===== src/rtl/prefix_adder_pipe.sv =====
// Elastic pipelined parallel-prefix adder with SIMD lane segmentation; `PREFIX_OVF_EN adds ovf_out.
// Latency ceil(L/LEVELS_PER_STAGE) cycles (0 when LEVELS_PER_STAGE=0, pure combinational).
// Backpressure: per-stage valid/ready, bubbles collapse, outputs hold while out_valid && !out_ready.
module prefix_adder_pipe #(
   parameter int WIDTH            = 16,
   parameter int TECHNIQUE        = 0,
   parameter int LEVELS_PER_STAGE = 1
) (
   input  logic             clk,
   input  logic             rst,
   input  logic             in_valid,
   output logic             in_ready,
   input  logic [WIDTH-1:0] a_in,
   input  logic [WIDTH-1:0] b_in,
   input  logic             cin,
   input  logic [WIDTH-1:0] seg_in,
   output logic             out_valid,
   input  logic             out_ready,
   output logic [WIDTH-1:0] sum_out,
`ifdef PREFIX_OVF_EN
   output logic [WIDTH-1:0] cout_out,
   output logic [WIDTH-1:0] ovf_out
`else
   output logic [WIDTH-1:0] cout_out
`endif
);

   localparam int LG    = $clog2(WIDTH);
   localparam int NLVL  = (TECHNIQUE == 2) ? 2*LG - 1 : LG;
   localparam int LPS_D = (LEVELS_PER_STAGE > 0) ? LEVELS_PER_STAGE : 1;
   localparam int NSTG  = (LEVELS_PER_STAGE > 0) ? (NLVL + LPS_D - 1) / LPS_D : 0;

   // g/p are the running group terms; pb keeps the raw bit propagate for the sum.
   typedef struct packed {
      logic [WIDTH-1:0] g;
      logic [WIDTH-1:0] p;
      logic [WIDTH-1:0] pb;
      logic [WIDTH-1:0] st;
      logic             ci;
   } stage_t;

   // One prefix level; a lane start has P=0 so no carry ever crosses it.
   function automatic stage_t f_level(input stage_t x, input int lvl);
      stage_t          y;
      int              j;
      int              d;
      logic            hit;
      logic [LG-1:0]   ii;
      logic [LG-1:0]   jj;
      y = x;
      for (int i = 0; i < WIDTH; i++) begin
         hit = 1'b0;
         j   = 0;
         d   = 1;
         if (TECHNIQUE == 0) begin
            j   = i - (1 << lvl);
            hit = (j >= 0);
         end else if (TECHNIQUE == 1) begin
            hit = ((i >> lvl) & 1) == 1;
            j   = ((i >> (lvl + 1)) << (lvl + 1)) + (1 << lvl) - 1;
         end else if (lvl < LG) begin
            hit = ((i + 1) % (2 << lvl)) == 0;
            j   = i - (1 << lvl);
         end else begin
            d   = 1 << (2*LG - 2 - lvl);
            hit = (((i + 1) % (2*d)) == d) && ((i + 1) >= 3*d);
            j   = i - d;
         end
         if (hit) begin
            ii      = LG'(i);
            jj      = LG'(j);
            y.g[ii] = x.g[ii] | (x.p[ii] & x.g[jj]);
            y.p[ii] = x.p[ii] & x.p[jj];
         end
      end
      return y;
   endfunction

   logic [WIDTH-1:0] w_st;
   stage_t           w_init;
   logic [WIDTH-1:0] w_fin_g;
   logic [WIDTH-1:0] w_fin_pb;
   logic [WIDTH-1:0] w_fin_st;
   logic             w_fin_ci;
   logic [WIDTH-1:0] w_cin_vec;

   assign w_st = seg_in | WIDTH'(1);

   // cin is folded into the generate term of every lane-start bit.
   always_comb begin
      w_init.g  = (a_in & b_in) | ((a_in ^ b_in) & w_st & {WIDTH{cin}});
      w_init.p  = (a_in ^ b_in) & ~w_st;
      w_init.pb = a_in ^ b_in;
      w_init.st = w_st;
      w_init.ci = cin;
   end

   if (LEVELS_PER_STAGE > 0) begin : g_pipe
      stage_t          w_stg_d [NSTG];
      stage_t          r_stg   [NSTG];
      logic [NSTG-1:0] r_vld;
      logic [NSTG-1:0] w_ld;

      always_comb begin
         stage_t t;
         int     lend;
         for (int s = 0; s < NSTG; s++) begin
            if (s == 0) t = w_init;
            else        t = r_stg[s-1];
            lend = ((s + 1) * LEVELS_PER_STAGE < NLVL) ? (s + 1) * LEVELS_PER_STAGE : NLVL;
            for (int l = s * LEVELS_PER_STAGE; l < lend; l++) t = f_level(t, l);
            w_stg_d[s] = t;
         end
      end

      // Stage k loads when it is empty or everything downstream of it is moving.
      always_comb begin
         logic acc;
         acc  = out_ready;
         w_ld = '0;
         for (int s = NSTG - 1; s >= 0; s--) begin
            acc     = acc | ~r_vld[s];
            w_ld[s] = acc;
         end
      end

      always_ff @(posedge clk or negedge rst) begin
         if (!rst) begin
            r_vld <= '0;
            for (int s = 0; s < NSTG; s++) r_stg[s] <= '0;
         end else begin
            if (w_ld[0]) begin
               r_vld[0] <= in_valid;
               r_stg[0] <= w_stg_d[0];
            end
            for (int s = 1; s < NSTG; s++) begin
               if (w_ld[s]) begin
                  r_vld[s] <= r_vld[s-1];
                  r_stg[s] <= w_stg_d[s];
               end
            end
         end
      end

      assign in_ready  = w_ld[0];
      assign out_valid = r_vld[NSTG-1];
      assign w_fin_g   = r_stg[NSTG-1].g;
      assign w_fin_pb  = r_stg[NSTG-1].pb;
      assign w_fin_st  = r_stg[NSTG-1].st;
      assign w_fin_ci  = r_stg[NSTG-1].ci;
   end else begin : g_comb
      always_comb begin
         stage_t t;
         t = w_init;
         for (int l = 0; l < NLVL; l++) t = f_level(t, l);
         w_fin_g  = t.g;
         w_fin_pb = t.pb;
         w_fin_st = t.st;
         w_fin_ci = t.ci;
      end

      assign in_ready  = out_ready;
      assign out_valid = in_valid;
   end

   assign w_cin_vec = (w_fin_st & {WIDTH{w_fin_ci}}) | (~w_fin_st & {w_fin_g[WIDTH-2:0], 1'b0});
   assign sum_out   = w_fin_pb ^ w_cin_vec;
   assign cout_out  = w_fin_g;

`ifdef PREFIX_OVF_EN
   // A bit is a lane top when the next bit starts a lane or it is the MSB.
   assign ovf_out = {1'b1, w_fin_st[WIDTH-1:1]} & (w_cin_vec ^ w_fin_g);
`endif

endmodule


===== config.mk =====
export PLATFORM = sky130hd
export DESIGN_NAME = prefix_adder_pipe
export DESIGN_NICKNAME = d
export VERILOG_FILES = /design/src/rtl/prefix_adder_pipe.sv
export SDC_FILE = /design/constraint.sdc
export NUM_CORES = 1
export LEC_CHECK = 0
export ABC_AREA = 1
export BUFFER_PORTS_ARGS = -buffer_cell sky130_fd_sc_hd__buf_2
export CAP_MARGIN = 20
export CORE_UTILIZATION = 55
export DETAILED_ROUTE_END_ITERATION = 6
export PLACE_DENSITY = 0.74
export SLEW_MARGIN = 30
export SYNTH_ARGS = -nofsm -noshare
export SYNTH_HDL_FRONTEND = slang
export SYNTH_SLANG_ARGS = --single-unit

===== constraint.sdc =====
create_clock -name clk -period 1.65 [get_ports clk]
set_clock_uncertainty 0.05 [all_clocks]
set_input_delay 0.0825 -clock clk [delete_from_list [all_inputs] [get_ports clk]]
set_output_delay 0.0825 -clock clk [all_outputs]
set_load 0.01 [all_outputs]

==> metrics <==
Wirelength per Cell ~15 µm; Top Ports between 80 and 90; initial antenna violation count 0; Die Ht 137.8 µm; Total Wirelength 24,270 µm; Setup violations, final 12; Setup TNS -689.5 ps; DIE AREA 19,000 µm²; CTS Sinks 234; Buf+Inv Stages, Crit Path 3; cell-by-cell trace of the critical path buf_12 > buf_6 > nand2_2 > o21ai_2 > xor2_1 > buf_2; Slew Viols, Final 0; TritonCTS clock tree yes; outcome finished with violations; first-pass GRT wire length 40,430 µm; post-synthesis instance area 10,150 µm²; Synth cell types 18; final instance area 12,340 µm²; Initial Utilization 0.5630; slew margin rel. 0.6292; CORE AREA 18,020 µm²; Slew @ Worst Pin 556.2 ps; vias in the first global route about 8,000; antenna-violating nets left 0; crit path time final 1750 ps; largest net degree at the start of global routing 74; post-layout power 16,460 µW; crit-path max cell delay 450 ps; drt pass-1 iters 5; fin worst setup slack -100.4 ps; critical path fanouts, max 5; failing checks setup timing; Vias ~8,100; placed cell area around 11,000 µm²; clk slew on worst S/H paths around 60 ps; clock root cell clkbuf_16; MaxCap Viol Count 0; layout cells sized above 1 0.1410; Initial DRC Count between 600 and 700; Hold Crit Class input port to flip-flop; final hold vios 0; Cells after Synth around 1,200; pwr/cell area roughly 1300 nW/µm²; DIE WIDTH between 100 and 150 µm; GRT Resource Usage Total 0.2746; worst skew pair latency 520 ps; post-DP HPWL 15,670 µm; net count after synthesis 1,268; Arr. time, crit path 1620 ps; RSZ-0062 raised after global routing true; Congestion Overflow GR 0; FF+latch count, synth between 200 and 250; TritonCTS Buffers 25; syn_area_per_cell 8.463 µm²; Ant. Diodes 0; Yosys warnings 0; Setup crit end kind primary output; Crit Path Category flip-flop to primary output; CP delay by family, top flip-flops; Bufs on Longest Clock Path 3; vias per inst 5.184; slowest CP cell dfrtp_2; DR DRC count 0; P&R area growth vs syn 21.59%; Rows 49; H-tree levels 1; CP required 1520 ps; placed cell count 1,464; final net count 1,391; Max VDD drop 1.001 mV; achievable clock frequency 571.3 MHz; GPL Wtd Cong 0.8331; sequential share of the synthesized area 0.5771; post-route insts no fill around 1,600; startpoint types flip-flop; Final Cycle Share 1.061; Pleak approximately 0.0065 µW; IO Port Bufs 85; dpl ws 232.1 ps
[through the flow]
| step | util | hold WS [ps] |
|---|---|---|
| 3_5_place_dp | 0.5962 | 69.08 |
| 6_report | 0.6845 | 36.21 |
| 4_1_cts | 0.6835 | 0.1475 |
| 2_1_floorplan | - | -263.1 |
| 5_1_grt | 0.6845 | 75.76 |
| 3_3_place_gp | 0.5962 | 67.11 |
[worst paths after layout]
kind | start | end | slack, ps | cells after the start
worst max-delay path | w_fin_ci | sum_out[8] | -100 | 6
worst min-delay path | a_in[15] | g_pipe.r_stg[259] | 40 | 8
worst max register to register | g_pipe.r_vld[3] | g_pipe.r_stg[202] | 100 | 8
worst min register to register | g_pipe.$7.t[22] | w_fin_pb[5] | 420 | 2
max in group asynchronous | rst | g_pipe.$7.t[21] | 930 | 3
min in group asynchronous | rst | g_pipe.r_stg[222] | 100 | 3
[tightest hold or removal path, delay by kind of cell]
| family | cells | cell delay [ps] |
|---|---|---|
| adders and majority gates | 1 | 130 |
| buffers and inverters | 3 | 170 |
| and+or+nand+nor | 4 | 190 |
[cells in the mapped netlist (all sizes together)]
| cell | number | area (µm²) |
|---|---|---|
| nand3 | 88 | 452.9 |
| nor3 | 2 | 10.01 |
| nand2 | 469 | 1760 |
| xor2 | 16 | 140.1 |
| o21ai | 129 | 645.6 |
| clkbuf | 33 | 123.9 |
| ha | 16 | 200.2 |
| dfrtp | 234 | 5856 |
| or2 | 2 | 12.51 |
| buf | 40 | 257.8 |
| nor2 | 26 | 105.1 |
| a21oi | 34 | 170.2 |
| inv | 110 | 412.9 |
[flip-flops by register name, indices dropped and copies added, names as in the netlist]
name          flops
cout_out         16
g_pipe.$7.t      41
g_pipe.r_stg    140
g_pipe.r_vld      4
w_fin_ci          1
w_fin_pb         16
w_fin_st         16
[cells by family (layout without fill, tap and decap cells)]
kind of cell | count (synthesis) | count (layout) | synth area share
simple gates | 587 | 587 | 0.2307
compound gates | 163 | 163 | 0.08039
xor+xnor | 16 | 16 | 0.01381
fa+ha+maj | 16 | 16 | 0.01973
buf+inv | 183 | 324 | 0.07830
flops | 234 | 234 | 0.5771
[placed cells by master, fill, tap and decap left out, drive strengths merged, types with 16 or more instances in the layout]
master	synthesis	routed
ha	16	16
buf	40	117
clkbuf	33	34
a21oi	34	34
nor2	26	26
o21ai	129	129
nand3	88	88
nand2	469	469
xor2	16	16
inv	110	111
dlygate4sd3	0	51
dfrtp	234	234
[where the power goes]
group	internal [µW]	switching, µW	total [µW]
clock network	3510	2220	5730
logic	1290	1920	3210
registers	6770	746	7520
total	11600	4890	16500
[layer usage]
| layer | wire [µm] | track usage | share of wire |
|---|---|---|---|
| met4 | 565 | 0.07488 | 0.023 |
| met3 | 1483 | 0.03201 | 0.061 |
| met5 | 0 | 0 | 0 |
| met2 | 11160 | 0.4347 | 0.46 |
| met1 | 11060 | 0.4028 | 0.46 |
[timing repair]
item	in CTS	in global routing
hold endpoints to repair	295	0
endpoints found under the setup margin	17	17
hold buffers	51	0
pin swaps	8	11
gates cloned	2	0
gates resized for setup	33	12
setup buffers	7	1
[area by class of cell]
cell class                      instances  area [µm²]
Clock buffer                           34       719.4
Inverter                              110       412.9
Tap cell                              229       286.5
Fill cell                            1421        5687
Sequential cell                       234        5858
Clock inverter                         11       136.4
Multi-Input combinational cell        782        3596
Timing Repair Buffer                  169        1329
Note: power is estimated with default switching activity, not from simulation.
